**src/rtl/arb_pkg.sv**
```systemverilog
// Shared constants and types for the four-requester round-robin arbiter.
package arb_pkg;

    localparam int unsigned NREQ = 4;
    localparam int unsigned IDW  = 2;

    typedef enum logic {
        IDLE  = 1'b0,
        GRANT = 1'b1
    } arb_state_e;

    function automatic logic [NREQ-1:0] onehot4(input logic [IDW-1:0] idx);
        logic [NREQ-1:0] oh;
        oh      = '0;
        oh[idx] = 1'b1;
        return oh;
    endfunction

endpackage

```
**src/rtl/rr_pick4.sv**
```systemverilog
// Combinational cyclic-priority picker: first eligible request scanning ptr, ptr+1, ... mod 4.
module rr_pick4
    import arb_pkg::*;
(
    input  logic [NREQ-1:0] req,
    input  logic [IDW-1:0]  ptr,
    input  logic [NREQ-1:0] mask,
    output logic            valid,
    output logic [IDW-1:0]  idx
);

    logic [NREQ-1:0] elig;
    logic [IDW-1:0]  cand;

    assign elig = req & ~mask;

    always_comb begin
        valid = 1'b0;
        idx   = '0;
        cand  = '0;
        for (int unsigned k = 0; k < NREQ; k++) begin
            // Index arithmetic is IDW bits wide, so 3 -> 0 wraps for free.
            cand = ptr + IDW'(k);
            if (!valid && (elig[cand] == 1'b1)) begin
                valid = 1'b1;
                idx   = cand;
            end
        end
    end

endmodule

```
**src/rtl/rr_arb4_ctrl.sv**
```systemverilog
// Round-robin arbiter/controller for four requesters sharing one resource.
// Optional grant-length timeout is compiled in with `define ARB_TIMEOUT_EN.
module rr_arb4_ctrl
    import arb_pkg::*;
#(
    parameter int unsigned HOLD_MAX = 15,
    parameter int unsigned CW       = 4
) (
    input  logic            Clock,
    input  logic            Resetn,
    input  logic            En,
    input  logic [NREQ-1:0] req,
    input  logic            done,
    output logic [NREQ-1:0] gnt,
    output logic [IDW-1:0]  gnt_id,
    output logic            busy,
    output logic            timeout
);

    arb_state_e      state_q, state_d;
    logic [IDW-1:0]  ptr_q, ptr_d;
    logic [NREQ-1:0] gnt_q, gnt_d;
    logic [IDW-1:0]  gnt_id_q, gnt_id_d;

    logic [IDW-1:0]  pick_ptr;
    logic [NREQ-1:0] pick_mask;
    logic            pick_valid;
    logic [IDW-1:0]  pick_idx;

    logic            owner_req;
    logic            other_rel;
    logic            hold_hit;
    logic            rel;

    rr_pick4 u_pick (
        .req   (req),
        .ptr   (pick_ptr),
        .mask  (pick_mask),
        .valid (pick_valid),
        .idx   (pick_idx)
    );

    assign owner_req = (req[gnt_id_q] == 1'b1);
    assign other_rel = done || !owner_req || !En;
    assign rel       = (state_q == GRANT) && (other_rel || hold_hit);

    // In GRANT the picker always looks at the post-release pointer with the
    // owner masked; its result is only used when a release actually happens.
    always_comb begin
        state_d   = state_q;
        ptr_d     = ptr_q;
        gnt_d     = gnt_q;
        gnt_id_d  = gnt_id_q;
        pick_ptr  = ptr_q;
        pick_mask = '0;

        unique case (state_q)
            IDLE: begin
                if (En && pick_valid) begin
                    state_d  = GRANT;
                    gnt_id_d = pick_idx;
                    gnt_d    = onehot4(pick_idx);
                end
            end
            GRANT: begin
                pick_ptr  = gnt_id_q + 2'd1;
                pick_mask = onehot4(gnt_id_q);
                if (rel) begin
                    ptr_d = gnt_id_q + 2'd1;
                    if (En && pick_valid) begin
                        gnt_id_d = pick_idx;
                        gnt_d    = onehot4(pick_idx);
                    end else begin
                        state_d = IDLE;
                        gnt_d   = '0;
                    end
                end
            end
            default: begin
                state_d = IDLE;
                gnt_d   = '0;
            end
        endcase
    end

    always_ff @(posedge Clock or negedge Resetn) begin
        if (!Resetn) begin
            state_q  <= IDLE;
            ptr_q    <= '0;
            gnt_q    <= '0;
            gnt_id_q <= '0;
        end else begin
            state_q  <= state_d;
            ptr_q    <= ptr_d;
            gnt_q    <= gnt_d;
            gnt_id_q <= gnt_id_d;
        end
    end

`ifdef ARB_TIMEOUT_EN
    logic [CW-1:0] cnt_q, cnt_d;
    logic          timeout_q, timeout_d;

    assign hold_hit  = (state_q == GRANT) && (cnt_q == CW'(HOLD_MAX));
    assign timeout_d = hold_hit && !other_rel;
    // Counter restarts on every release (new owner or IDLE), counts held cycles.
    assign cnt_d     = ((state_q == GRANT) && !rel) ? cnt_q + 1'b1 : '0;

    always_ff @(posedge Clock or negedge Resetn) begin
        if (!Resetn) begin
            cnt_q     <= '0;
            timeout_q <= 1'b0;
        end else begin
            cnt_q     <= cnt_d;
            timeout_q <= timeout_d;
        end
    end

    assign timeout = timeout_q;
`else
    logic unused_cfg;

    assign hold_hit   = 1'b0;
    assign timeout    = 1'b0;
    assign unused_cfg = ^{HOLD_MAX, CW};
`endif

    assign gnt    = gnt_q;
    assign gnt_id = gnt_id_q;
    assign busy   = (state_q == GRANT);

endmodule

```
**config.mk**
```make
export PLATFORM = sky130hd
export DESIGN_NAME = rr_arb4_ctrl
export DESIGN_NICKNAME = d
export VERILOG_FILES = /design/src/rtl/arb_pkg.sv /design/src/rtl/rr_pick4.sv /design/src/rtl/rr_arb4_ctrl.sv
export SDC_FILE = /design/constraint.sdc
export NUM_CORES = 1
export LEC_CHECK = 0
export BUFFER_PORTS_ARGS = -buffer_cell sky130_fd_sc_hd__buf_2
export CAP_MARGIN = 20
export CORE_MARGIN = 2
export CORE_UTILIZATION = 30
export DETAILED_ROUTE_END_ITERATION = 8
export PLACE_DENSITY_LB_ADDON = 0.08
export SLEW_MARGIN = 20
export SYNTH_ARGS = -nofsm -noshare
export SYNTH_HDL_FRONTEND = slang
export SYNTH_HIERARCHICAL = 1
export SYNTH_SLANG_ARGS = --single-unit
```
**constraint.sdc**
```tcl
create_clock -name Clock -period 2 [get_ports Clock]
set_clock_uncertainty 0.15 [all_clocks]
set_input_delay 0.4 -clock Clock [delete_from_list [all_inputs] [get_ports Clock]]
set_output_delay 0.4 -clock Clock [all_outputs]
set_load 0.005 [all_outputs]
```
; After elaboration in Yosys (flattened, before gate mapping)
; Cells that the tools add are included.
[word_totals]
inputBits = 8
ff_bits = 9
elab_cells = 71
out_inout_bits = 8
[classes]
magnitude_cmp = 8
reduce_logical = 16
n_addsub = 4
n_mux = 34
bitwise = 3
eq_ne = 2
[op_table]
columns = cell, n
row1 = "2-bit by 3-bit less-than comparator with 1-bit output, second input constant", 6
row2 = 4-bit 2-to-1 mux, 4
row3 = 2-bit 2-to-1 mux, 7
row4 = 1-bit 2-to-1 mux, 13
row5 = 1-bit binary-select mux with 2-bit select, 5
row6 = 4-bit case mux with 2 select lines, 1
row7 = 1-bit logical AND, 7
row8 = 1-bit logical NOT, 5
row9 = "2-bit by 1-bit adder with 2-bit output, second input constant", 2
row10 = "2-bit adder, second input constant", 2
row11 = 4-bit bitwise AND, 1
row12 = 1-bit demux with 2-bit select, 2
row13 = "2-bit by 1-bit >= comparator with 1-bit output, second input constant", 2
row14 = 4-bit NOT, 1
row15 = 2-bit case mux with 2 select lines, 1
row16 = 2-bit AND reduction, 2
row17 = 1-bit logical OR, 2
row18 = "2-bit by 1-bit != test with 1-bit output, second input constant", 1
row19 = "2-bit != test, second input constant", 1
row20 = 1-bit case mux with 2 select lines, 1
row21 = 1-bit NOT, 1

; Logic depth before layout (Yosys ltp)
; Gate-level depths: netlist (run 1).
[depth]
depth_word = 26
mapped_depth = 9
ltp_nobuf = 9

; By module
; Netlist (run 1), hierarchy kept.
[by_module_without_submodules]
columns = mod, area_each_um2, cells_each, seq_area_each_um2, n_inst
row1 = rr_arb4_ctrl, 530.5, 44, 225.2, 1
row2 = rr_pick4, 123.9, 15, 0.0, 1

; Worst setup path before layout (run 1)
; No wires, ideal clock.
[synth_path]
path_type = reg-to-reg
startpoint = reg gnt_id_q[0], in the netlist gnt_id[0]
endpoint = reg gnt_q[0], in the netlist gnt[0]
n_path_buf = 0
t_arrival_ns = 1.825
stages_incl_launch_ff = 8
t_required_ns = 1.728
synth_period_minus_slack_ns = 2.097
slack_ns = -0.097
cell_sequence = dfrtp_1 -> inv_1 -> ha_1 -> mux2_2 -> a311oi_2 -> a2bb2oi_2 -> inv_1 -> a32o_1
[synth_between]
word_cells_on_any_way = 54
classes_between = add/sub (4) / order compare (4) / eq/ne (2) / mux (28) / bitwise (2) / reduce/logical (14)
[synth_lines]
columns = item, line
row1 = "start, declared", rr_arb4_ctrl.sv:23  ; logic [IDW-1:0] gnt_id_q, gnt_id_d;
row2 = "start signal, assigned", rr_arb4_ctrl.sv:96  ; gnt_id_q <= gnt_id_d;
row3 = 2-bit by 1-bit adder with 2-bit output (*), rr_arb4_ctrl.sv:66  ; pick_ptr = gnt_id_q + 2'd1;
row4 = 2-bit 2-to-1 mux (*), rr_arb4_ctrl.sv:57  ; unique case (state_q)
row5 = via pick_ptr[1], rr_arb4_ctrl.sv:25  ; logic [IDW-1:0] pick_ptr;
row6 = "parallel branches: the longest is 11 deep, another holds 2-bit by 1-bit adder with 2-bit output", -
row7 = 2-bit 2-to-1 mux (*), rr_pick4.sv:24  ; if (!valid && (elig[cand] == 1'b1)) begin
row8 = via pick_idx[1], rr_arb4_ctrl.sv:28  ; logic [IDW-1:0] pick_idx;
row9 = 2-bit by 3-bit less-than comparator with 1-bit output (implied by the code) / 2-bit by 1-bit >= comparator with 1-bit output (equally long branches), arb_pkg.sv:15  ; oh[idx] = 1'b1;
row10 = 1-bit logical AND (implied by the code), arb_pkg.sv:15
row11 = 1-bit 2-to-1 mux (implied by the code), arb_pkg.sv:15
row12 = 1-bit demux with 2-bit select (*), arb_pkg.sv:15
row13 = 4-bit 2-to-1 mux, rr_arb4_ctrl.sv:70  ; if (En && pick_valid) begin
row14 = 4-bit 2-to-1 mux, rr_arb4_ctrl.sv:68  ; if (rel) begin
row15 = 4-bit case mux with 2 select lines (*), rr_arb4_ctrl.sv:57
row16 = "end signal, assigned", rr_arb4_ctrl.sv:95  ; gnt_q <= gnt_d;
row17 = "end, declared", rr_arb4_ctrl.sv:22  ; logic [NREQ-1:0] gnt_q, gnt_d;
; Mark *: on every way through the listed nets, which the timed path passes. The select of a mux whose other input is x is not followed.
; A chain may end at the register's enable or synchronous reset.

; Final worst setup path (run 1)
[layout_path]
startpoint = reg gnt_id_q[1], in the netlist gnt_id[1]
endpoint = reg gnt_q[1], in the netlist gnt[1]
; Same word-level chain as after synthesis.

==> results of run 1 <==
==> through the flow <==
stage / setup WS, ns / hold slack, ns / cells
finish: -0.06398 / 0.2518 / 118
global route: -0.1370 / 0.2594 / 118
CTS: -0.05343 / 0.2506 / 117
detailed placement: -0.09956 / 0.1134 / 110
global placement: -0.09772 / 0.1155 / 110
floorplan: -0.002827 / -0.04559 / 59
==> synth_stat cells, drive strengths merged <==
master / count
inv: 6
dfrtp: 9
a32o: 4
nand3: 2
nor2b: 3
and2: 4
o21bai: 2
ha: 4
a2bb2oi: 1
a31o: 1
a21oi: 3
nand2: 2
a31oi: 1
a21boi: 1
buf: 2
o221ai: 2
conb: 1
nand2b: 2
mux2: 3
mux4: 1
mux2i: 2
a311oi: 1
nor2: 2
==> worst min-delay path by stage <==
stage	cells after the start	endpoint	startpoint	slack [ns]
2_1_floorplan	0	busy	Resetn	-0.05
3_3_place_gp	1	ptr_q[0]	Resetn	0.12
3_5_place_dp	1	gnt[0]	Resetn	0.11
4_1_cts	3	busy	En	0.25
5_1_grt	3	busy	En	0.26
6_report	3	busy	En	0.25
==> layout by cell type (no fill, tap or decap), drive strengths merged <==
cell	count
clkbuf	4
inv	6
a311oi	1
a32o	4
a31oi	1
nor2b	3
and2	4
nor2	2
buf	29
a2bb2oi	1
a21boi	1
o221ai	2
ha	4
nand2	2
mux4	1
o21bai	2
mux2i	2
nand2b	2
dlygate4sd3	1
mux2	3
a31o	1
a21oi	3
dfrtp	9
conb	1
nand3	2
==> cell families after synthesis <==
| logic type | synth area share (%) |
|---|---|
| adder cells (fa/ha/maj) | 7.648 |
| other | 0.5731 |
| AO/OA/AOI/OAI | 25.62 |
| flip-flops | 34.42 |
| multiplexers | 11.66 |
| AND/OR/NAND/NOR | 14.72 |
| buffers and inverters | 5.353 |
==> power by group <==
| part | switching, uW | leakage (uW) | internal, uW |
|---|---|---|---|
| registers | 86.7 | 0.000110 | 269 |
| clock network | 61.9 | 0.0000150 | 76.7 |
| logic | 385 | 0.000325 | 493 |
| total | 533 | 0.000450 | 839 |
==> flip-flops by register name, indices dropped and copies added (netlist names) <==
| signal | count |
|---|---|
| gnt_id | 2 |
| ptr_q | 2 |
| busy | 1 |
| gnt | 4 |
==> layout make-up <==
| class | instances | area (um^2) | share of cell area (%) |
|---|---|---|---|
| clock buffers | 4 | 26.28 | 2.685 |
| inverters | 6 | 27.53 | 2.813 |
| multi-input cells | 42 | 466.7 | 47.70 |
| flip-flops and latches | 9 | 227.7 | 23.27 |
| well taps | 27 | 33.78 | 3.453 |
| repair buffers | 30 | 196.4 | 20.08 |
==> tightest hold or removal path, cell delays in order <==
cell	delay [ns]
buf_2	0.10
nand2_2	0.07
nand2_1	0.06
==> metal layers <==
metal	wire, um	global-route usage, %	up-vias
met2	728	23.68	12
met3	59	5.357	0
met5	0	0	-
met1	684	16.39	274
li1	-	-	280
met4	0	2.703	0
==> repair_timing <==
| item | CTS | global route |
|---|---|---|
| resized for setup | 15 | 4 |
| hold endpoints to repair | 9 | 0 |
| hold buffers | 1 | 0 |
| buffers inserted | 2 | 1 |
| endpoints found under the setup margin | 6 | 8 |
| pin swaps | 6 | 2 |
==> run summary, run 1 <==
The data arrival at the endpoint of the critical path is 2.05 ns. The largest area contributor in the netlist is dfrtp_1. Global routing consumed, over all layers together, 13.82% of the routing resources. By startpoint and endpoint, the worst setup path is classified as flop to flop. In this run the number of cells on the critical path is 7. From synthesis to final layout, the design area changed by 49.52%. Routability-driven placement finished with a final weighted congestion of 0.7233. Summing all non-filler instances in the final layout gives an area of 978.4 um^2.

The run finished, with violations left. In this run the tool buffered the top-level ports with 14 buffer cells. The tools report the final layout net count as 104.

The per-cell via count in the routed design is 4.797. Clock-pin slew was measured on the worst setup and hold paths at 0.06 ns. For the aggregate negative setup slack, the log shows -0.1503 ns.

For this run, the share of the core covered by cells in the final layout is 48.88%. The number of violations reported at the end of detailed-routing iteration 0 came out at 4. Measured in cells, the most critical reg-to-reg path has a length of 7.

The largest individual stage delay along the critical path comes from the cell dfrtp_2. The run gives 0.6536 mV as the maximum ir drop on the vdd rail. Synthesis instantiated 26 different standard cells from the library. TritonCTS built the clock tree. The die is 50.71 um tall.

The average wire length per cell after detail routing is 12.47 um, and the register bit total from synthesis is 9. The number of clock buffers added by TritonCTS is 3. The post-synthesis average cell area is 11.09 um^2. The tools report the sum of routed wire length over all layers as 1472 um. The first detailed-routing pass ran for 4 iterations. The run gives 484.5 MHz as the maximum achievable frequency. The core region is 2002 um^2. The tools report the initial standard-cell utilization of the core as 32.69%.

Counting every sink on the clock net gives 9. Clock period minus worst slack: 2.064 ns. Overall power after layout: 1372 uW. The total buffers and inverters traversed by the critical path is 2, and the minimum setup slack among reg-to-reg paths is -0.06 ns.

The routed layout has 566 vias. The tools report the cell at the root of the clock tree as clkbuf_4. The final reports fail on setup timing. Setup repair after global routing could not meet its margin everywhere. Entering global routing, the biggest net connects 10 pins. The first global-routing pass estimated 2601 um of wire. The proportion of synthesized chip area in sequential cells was 34.42%; the clock network latency to the later pin of the worst-skew pair was 0.26 ns. For this run, design rule violations remaining after detail routing come to 0.

No sink is reached through more buffers than the 2 on the longest clock path. The run gives 16 as the total I/O pin count. Broken down by cell family, the worst path's largest delay share belongs to compound AO/OA/AOI/OAI gates. The die covers 2571 um^2. During synthesis, Yosys emitted a total of 6 warnings. Max-cap violations in this run came to 0.

STA classifies the critical path endpoint as a flop. The initialized floorplan defines 16 standard-cell rows. The endpoint identified for the worst register-to-register timing path is gnt[1]. The critical path goes through inv_4, ha_4, mux2_4, a311oi_2, a2bb2oi_2, inv_2, a32o_1.

The number of global-route vias before repair came out at 572. The max-slew violation count is 0. The end point of the critical path was gnt[1].

The detailed placer's ending HPWL is 1147 um. The remaining antenna violation count after routing came out at 0. Tracing the worst setup path back leads to its startpoint at gnt_id[1].

In this run the cell area measured after placement is 853.3 um^2. Of the post-synthesis cell area, the dominant cell type holds 34.42%. The worst setup path is launched from a flop.

Ranked by total cell area, the synthesized netlist is headed by dfrtp_1, ha_1, a32o_1. The die outline width works out to 50.71 um. After global routing the overflow that remains totals 0. For the static leakage power, the log shows 0.0004503 uW. The share of final-layout standard cells stronger than drive strength 1 is 65.93%. The antenna cell count is 0, and the largest incremental delay on the critical path is 0.47 ns.

The tools report the reg-to-reg critical path startpoint as gnt_id[1]. In the synthesized netlist, the number of instances is 59. After synthesis the cells add up to 654.4 um^2.

In this run the worst hold path is classified as input pin to flop. The tools report the number of H-tree levels as 1. The layout has 196 filler cells.

The number of nets in the synthesized netlist is 71. The tools report the initial antenna violation count as 0. The maximum fanout encountered on the critical timing path was 5; the cell area power density was 1402 nW/um^2.

The share of the clock period used by the worst path after layout is 103.2%. The logs give 0 for the number of hold-slack violations in the final timing report and 4 for the count of final setup violators. At the worst endpoint, the required time is 1.99 ns. The tools report the final worst setup slack as -0.06398 ns.
Power figures use the tool's default switching activity.
==> run 2, diff against run 1 <==
--- a/config.mk
+++ b/config.mk
@@ -8,11 +8,10 @@
 export BUFFER_PORTS_ARGS = -buffer_cell sky130_fd_sc_hd__buf_2
 export CAP_MARGIN = 20
 export CORE_MARGIN = 2
-export CORE_UTILIZATION = 30
+export CORE_UTILIZATION = 46
 export DETAILED_ROUTE_END_ITERATION = 8
 export PLACE_DENSITY_LB_ADDON = 0.08
 export SLEW_MARGIN = 20
 export SYNTH_ARGS = -nofsm -noshare
 export SYNTH_HDL_FRONTEND = slang
-export SYNTH_HIERARCHICAL = 1
 export SYNTH_SLANG_ARGS = --single-unit
==> run summary, run 2 <==
The flow ran to the end, but the final reports show violations. Violated checks: setup timing (unchanged). Top library cells by usage in the layout, fill and taps aside: buf_4, buf_2, inv_1, dfrtp_1 (was buf_2, buf_4, dfrtp_1, a32o_1).

The tools report the routability-driven placement congestion ratio as 0.8412 (was 0.7233). The proportion of synthesized chip area in sequential cells is 32.09% (was 34.42%). The cell area after technology mapping was 701.9 um^2 (was 654.4 um^2); the maximum number of buffers from clock root to sink was 2 (unchanged). The maximum number of pins on one net before global-route repair is 10 (unchanged).

Setup repair after global routing could not meet its margin everywhere. For the number of hold-slack violations in the final timing report, the log shows 0 (unchanged). The run gives 0 (was 6) as the number of warnings issued by yosys. The kind of capture point of the worst setup path is a flop (unchanged). The switching fraction of total power is 40.86% (was 38.86%), and the register bit total from synthesis is 9 (unchanged).

The total of fill cells in the finished design was 107 (was 196). The first-pass detailed-route iteration total is 4 (unchanged), and the data arrival at the endpoint of the critical path is 2.05 ns (about the same). The number of H-tree levels came out at 1 (unchanged).

The count of final setup violators is 3 (was 4). The sum of routed wire length over all layers came out at 1932 um (was 1472 um). The antenna cell count came out at 0 (unchanged). The class of the worst hold path is flop to flop (was input pin to flop). The share of total power in sequential cells was 22.0% (was 25.9%). The cell area power density is 1359 nW/um^2 (was 1402 nW/um^2).

The global route total overflow is 0 (unchanged). The static leakage power is 0.0005067 uW (was 0.0004503 uW), and the floorplan die area is 1855 um^2 (was 2571 um^2). The logs give 1471 um^2 (was 2002 um^2) for the area of the core and -0.1302 ns (was -0.09956 ns) for the worst-case setup slack after placement. The max-slew violation count was 0 (unchanged); the y dimension of the die was 43.07 um (was 50.71 um). Clock network latency to the later pin of the worst-skew pair: 0.25 ns (was 0.26 ns).

The tools report the cell at the root of the clock tree as clkbuf_4 (unchanged). The maximum achievable frequency was 486.5 MHz (was 484.5 MHz); the per-cell via count in the routed design was 5.614 (was 4.797). The clock sink count came out at 9 (unchanged).

The required time of the worst setup path is 2.00 ns (was 1.99 ns), and the die outline width is 43.07 um (was 50.71 um). Top cell types by occurrence after synthesis: dfrtp_1, inv_1, ha_1, nand2_1, nor2_1 (was dfrtp_1, inv_1, a32o_1, and2_1, ha_1). Primary flip-flop cell chosen by synthesis mapping: dfrtp_1 (unchanged).

The number of flops mapped to enable cells by yosys came out at 0 (unchanged). The tools report the detailed placer's ending HPWL as 1409 um (was 1147 um). The instance count of the mapped netlist is 73 (was 59). The share of the clock period used by the worst path after layout is 102.8% (was 103.2%). The number of vias in the routed layout was 713 (was 566); the number of rows created at floorplan was 14 (was 16).

The category of the critical setup timing path is flop to flop (unchanged). TritonCTS built the clock tree. The maximum ir drop on the vdd rail came out at 0.9924 mV (was 0.6536 mV). The logs give 0.3619 ns (was 0.2518 ns) for the hold slack and 124 (was 104) for the final layout net count. The final routed DRC violation total was 0 (unchanged); the clock period minus worst slack was 2.055 ns (was 2.064 ns).

Largest area contributor in the netlist: dfrtp_1 (unchanged). The tools report the clock share of power as 9.5% (was 10.1%). The cell depth of the worst hold path was 1 (was 3); the initial standard-cell utilization of the core was 47.70% (was 32.69%).

The number of global-route vias before repair came out at 716 (was 572). The run gives -0.05531 ns (was -0.06398 ns) as the final worst setup slack. The post-route core utilization was 72.96% (was 48.88%). The average wire length per cell after detail routing is 15.21 um (was 12.47 um), and the area of all placed cells without fillers is 1074 um^2 (was 978.4 um^2). The number of violations reported at the end of detailed-routing iteration 0 is 15 (was 4), and the share of the synthesized area in the top cell type is 32.09% (was 34.42%).

The library cell used most frequently in the layout, excluding fill and tap cells, is buf_4. The post-synthesis net count was 85 (was 71); the post-synthesis cell type count was 38 (was 26). The number of flip-flops under the largest register name came out at 4 (unchanged).

The post-synthesis average cell area was 9.615 um^2 (was 11.09 um^2); the growth of design area from synthesis to finish was 52.94% (was 49.52%). The total I/O pin count was 16 (unchanged); the design internal power was 863.1 uW (was 838.8 uW). The maximum fanout encountered on the critical timing path was 4 (was 5). The wire length of the first global-routing pass was 3243 um (was 2601 um); the reported net switching power was 596.3 uW (was 533.2 uW). Initial antenna violation count: 0 (unchanged). The clock transition at the registers of the reported paths works out to 0.06 ns (about the same). The cell area reported after detailed placement came out at 915.9 um^2 (was 853.3 um^2). Cells taking the most area after synthesis: dfrtp_1, ha_1, inv_1 (was dfrtp_1, ha_1, a32o_1). The remaining antenna violation count after routing is 0 (unchanged).

The count of maximum capacitance violations is 0 (unchanged), and the count of input and output buffers is 14 (unchanged). The share of final-layout standard cells stronger than drive strength 1 is 54.95% (was 65.93%), and the cell count of the worst reg-to-reg path is 7 (unchanged). The combinational share of power was 68.5% (was 64.0%); the overall power after layout was 1459 uW (was 1372 uW). The global router's overall resource usage is 24.14% (was 13.82%). The async set-reset flop share out of synthesis works out to 100.0% (unchanged). The tools report the TritonCTS buffer count as 3 (unchanged).

The tools report the critical path launch point type as a flop (unchanged).
-- run 2: cell types whose count changed in the layout (fill, tap and decap cells not counted), sizes merged, moves of 3 or more --
cell	before	now
o21ai	0	3
a32o	4	0
buf	29	35
nor2b	3	0
a21boi	1	4
nor2	2	5
inv	6	9
-- run 2: critical path, stage by stage, from the launching register on --
cell and delay, ns:
dfrtp_2 0.43, ha_1 0.24, buf_4 0.14, o22ai_1 0.22
o31a_1 0.30, buf_4 0.16, o21ai_0 0.09, a22o_1 0.21
-- run 2: what timing repair did --
action | in CTS | in global routing
pin swaps | 14 | 6
endpoints found under the setup margin | 6 | 7
hold buffers | 1 | 0
resized for setup | 13 | 6
hold endpoints to repair | 9 | 0
buffers inserted | 3 | 0
-- run 2: area by class of cell --
class | instances | area, um^2 | area share, %
Multi-Input combinational cell | 53 | 520.5 | 48.48
Timing Repair Buffer | 36 | 245.2 | 22.84
Sequential cell | 9 | 227.7 | 21.21
Inverter | 9 | 33.78 | 3.147
Clock buffer | 4 | 26.28 | 2.448
Tap cell | 16 | 20.02 | 1.865
-- run 2: routing by layer --
layer	vias to the layer above	part of all wire (%)	global-route usage, %
met2	26	52	40.30
li1	345	-	-
met3	2	5.3	8.511
met4	0	0.72	7.273
met5	-	0	0
met1	340	42	29.07
-- run 2: logic make-up (layout without fill, tap and decap cells) --
| group | Yosys count | count (layout) | synth area share, % |
|---|---|---|---|
| other | 1 | 1 | 0.5342 |
| AND/OR/NAND/NOR | 21 | 21 | 17.65 |
| buffers and inverters | 11 | 49 | 7.487 |
| multiplexers | 3 | 3 | 6.417 |
| AO/OA/AOI/OAI | 24 | 24 | 28.70 |
| adder cells (fa/ha/maj) | 4 | 4 | 7.130 |
| flip-flops | 9 | 9 | 32.09 |
-- run 2: per-stage QoR --
step / TNS (ns) / std cells
2_1_floorplan: -0.1634 / 73
3_3_place_gp: -0.4262 / 119
3_5_place_dp: -0.5064 / 119
4_1_cts: -0.06203 / 127
5_1_grt: -0.7306 / 127
6_report: -0.1422 / 127
-- run 2: path summary, 6_finish.rpt --
| check | slack, ns | start | to |
|---|---|---|---|
| min reg2reg | 0.36 | ptr_q[1] | ptr_q[1] |
| min | 0.36 | ptr_q[1] | ptr_q[1] |
| max in group asynchronous | 1.11 | Resetn | busy |
| max | -0.06 | gnt_id[0] | gnt[2] |
| max reg2reg | -0.06 | gnt_id[0] | gnt[2] |
| min in group asynchronous | 0.37 | Resetn | gnt[3] |
-- run 2: power groups by stage --
stage	registers (uW)	logic (uW)	clock network, uW
3_5_place_dp	317	823	0
6_report	322	999	139
4_1_cts	316	956	142
3_3_place_gp	315	807	0
2_1_floorplan	332	462	0
5_1_grt	331	1080	154
==> run 3, diff against run 2 <==
--- a/config.mk
+++ b/config.mk
@@ -8,7 +8,7 @@
 export BUFFER_PORTS_ARGS = -buffer_cell sky130_fd_sc_hd__buf_2
 export CAP_MARGIN = 20
 export CORE_MARGIN = 2
-export CORE_UTILIZATION = 46
+export CORE_UTILIZATION = 50
 export DETAILED_ROUTE_END_ITERATION = 8
 export PLACE_DENSITY_LB_ADDON = 0.08
 export SLEW_MARGIN = 20
==> constraint.sdc (replaced) <==
create_clock -name Clock -period 2.1 [get_ports Clock]
set_clock_uncertainty 0.15 [all_clocks]
set_input_delay 0.42 -clock Clock [delete_from_list [all_inputs] [get_ports Clock]]
set_output_delay 0.42 -clock Clock [all_outputs]
set_load 0.005 [all_outputs]
==> run summary, run 3 (same netlist as run 2, synthesis figures left out) <==
The flow ran to the end, but the final reports show violations. Violated checks: setup timing (unchanged). The area of the core is 1301 um^2 (was 1471 um^2).

For the final worst setup slack, the log shows -0.003962 ns (was -0.05531 ns). The growth of design area from synthesis to finish works out to 39.57% (was 52.94%). Total I/O pin count: 16 (unchanged). Routability-driven placement congestion ratio: 0.8148 (was 0.8412). The logs give -0.004 ns (was -0.06 ns) for the minimum setup slack among reg-to-reg paths and 670 (was 713) for the number of vias in the routed layout. The run gives 14 (was 15) as the number of violations reported at the end of detailed-routing iteration 0. Reg-to-reg critical path startpoint: gnt_id[0] (unchanged).

TritonCTS built the clock tree. The tools report the initial antenna violation count as 0 (unchanged). The maximum number of buffers from clock root to sink is 2 (unchanged). The die outline width was 41.47 um (was 43.07 um); the share of the clock period used by the worst path after layout was 100.2% (was 102.8%). The first-pass detailed-route iteration total is 4 (unchanged). The clock transition at the registers of the reported paths came out at 0.06 ns (about the same). Top library cells by usage in the layout, fill and taps aside: buf_2, buf_4, dfrtp_1, inv_1 (was buf_4, buf_2, inv_1, dfrtp_1). The static leakage power was 0.0004548 uW (was 0.0005067 uW); the largest incremental delay on the critical path was 0.42 ns (was 0.43 ns). The logs give 2.09 ns (was 2.05 ns) for the data arrival at the endpoint of the critical path and 3 (unchanged) for the TritonCTS buffer count. The overall power after layout is 1305 uW (was 1459 uW). The final routed DRC violation total was 0 (unchanged). The number of flip-flops under the largest register name was 4 (unchanged); the remaining antenna violation count after routing was 0 (unchanged). The worst-case hold path end point is gnt[2] (was ptr_q[1]).

The cell area reported after detailed placement came out at 848.3 um^2 (was 915.9 um^2). Setup repair after global routing could not meet its margin everywhere. The max-slew violation count was 0 (unchanged); the cell count of the worst reg-to-reg path was 8 (was 7).

Clock sink count: 9 (unchanged). Worst-path cell chain: inv_2, ha_4, mux2_4, nand2_2, a21oi_2, a311oi_4, nand4b_1, o2111ai_2 (was ha_1, buf_4, o22ai_1, o31a_1, buf_4, o21ai_0, a22o_1). The tools report the total of fill cells in the finished design as 109 (was 107). The y dimension of the die works out to 41.47 um (was 43.07 um).

The cell area power density came out at 1332 nW/um^2 (was 1359 nW/um^2). The category of the critical setup timing path was flop to flop (unchanged). The share of final-layout standard cells stronger than drive strength 1 was 52.94% (was 54.95%); the count of maximum capacitance violations was 0 (unchanged).

For the global router's overall resource usage, the log shows 20.80% (was 24.14%). The maximum number of pins on one net before global-route repair came out at 10 (unchanged). The tools report the kind of capture point of the worst setup path as a flop (unchanged). Leading cell type in the layout, fill and taps excluded: buf_2 (was buf_4). The hold path startpoint was gnt[2] (was ptr_q[1]).

The cell depth of the worst hold path was 1 (unchanged). The highest-delay cell along the critical path was dfrtp_2 (unchanged). The floorplan die area is 1719 um^2 (was 1855 um^2), and the maximum ir drop on the vdd rail is 0.7096 mV (was 0.9924 mV).

The count of final setup violators was 1 (was 3). The per-cell via count in the routed design is 5.726 (was 5.614), and the count of placed standard cells in the final layout, fillers left out is 117 (was 127). For the final layout net count, the log shows 115 (was 124). The clock network latency to the later pin of the worst-skew pair came out at 0.26 ns (was 0.25 ns). The clock period minus worst slack was 2.104 ns (was 2.055 ns); the number of placed instances, taps included was 110 (was 119). Initial standard-cell utilization of the core: 53.94% (was 47.70%). The tools report the critical path launch point type as a flop (unchanged). The sequential cell area in the final layout is 226.5 um^2 (was 227.7 um^2), and the average wire length per cell after detail routing is 15.28 um (was 15.21 um).

The tools report the antenna cell count as 0 (unchanged). The required time of the worst setup path was 2.08 ns (was 2.00 ns). Number of global-route vias before repair: 611 (was 716). The tools report the endpoint of the most critical register-to-register path as gnt[0] (was gnt[2]). The logs give 0 (unchanged) for the number of hold-slack violations in the final timing report and 0 (unchanged) for the global route total overflow. Detailed placer's ending HPWL: 1261 um (was 1409 um).

The tools report the area of all placed cells without fillers as 979.7 um^2 (was 1074 um^2). Class of the worst hold path: flop to flop (unchanged). Cell at the root of the clock tree: clkbuf_4 (unchanged). For the wire length of the first global-routing pass, the log shows 2766 um (was 3243 um). The sum of routed wire length over all layers came out at 1788 um (was 1932 um).

The maximum fanout encountered on the critical timing path was 6 (was 4); the area occupied by multi-input gates was 496.7 um^2 (was 520.5 um^2). The count of input and output buffers was 14 (unchanged); the number of H-tree levels was 1 (unchanged). The logs give 13 (was 14) for the number of rows created at floorplan and -0.003962 ns (was -0.1422 ns) for the aggregate negative setup slack. The maximum achievable frequency was 475.3 MHz (was 486.5 MHz).
run 3: cell types whose count changed in the layout (fill, tap and decap cells not counted), moves of 2 or more:
cell	previous run	this run
buf_4	19	10
ha_2	0	2
a21oi_2	0	2
a21oi_4	2	0
run 3: worst max-delay path, delay by kind of cell (launching register included):
family	cells	cell delay [ns]
AOI/OAI and AO/OA	3	0.53
DFF	1	0.42
muxes	1	0.29
and+or+nand+nor	2	0.28
adders and majority gates	1	0.21
buffers and inverters	1	0.09
run 3: power by group:
group	internal [uW]	switching, uW
sequential	248	51.9
combinational	441	427
clock	73.4	64.2
total	761	543
run 3: timing repair:
item | 4_1_cts | 5_1_grt
hold endpoints to repair | 9 | 0
hold buffers | 1 | 0
gates resized for setup | 7 | 12
setup endpoints to repair | 4 | 6
buffers inserted | 2 | 1
pin swaps | 4 | 11
run 3: layer usage:
layer | share of wire, % | GRT usage (%) | vias up
met5 | 0 | 0 | -
met4 | 0.67 | 5.806 | 0
met3 | 3.4 | 6.522 | 4
met2 | 49 | 32.50 | 14
met1 | 46 | 27.70 | 327
li1 | - | - | 325
run 3: layout make-up:
cell class / instances / share of cell area (%)
well taps: 15 / 1.916
clock buffers: 4 / 2.682
repair buffers: 27 / 18.14
multi-input cells: 53 / 50.70
inverters: 9 / 3.448
flip-flops and latches: 9 / 23.12
run 3: worst max-delay path by stage:
| stage | endpoint | cells after the start | start |
|---|---|---|---|
| floorplan | gnt[2] | 8 | gnt_id[0] |
| global placement | gnt[2] | 8 | gnt_id[0] |
| detailed placement | gnt[0] | 8 | gnt_id[0] |
| CTS | gnt[2] | 8 | gnt_id[0] |
| global route | gnt[0] | 8 | gnt_id[0] |
| finish | gnt[0] | 8 | gnt_id[0] |
run 3: per-stage QoR:
step           utilization, %  hold WS [ns]  setup slack [ns]
6_report                75.29        0.3514         -0.003962
5_1_grt                 75.29        0.3770          -0.04925
4_1_cts                 71.06        0.3510         0.0004274
3_5_place_dp            65.19        0.1337          -0.04324
3_3_place_gp            65.19        0.1332          -0.01777
2_1_floorplan               -      -0.02559           0.01751
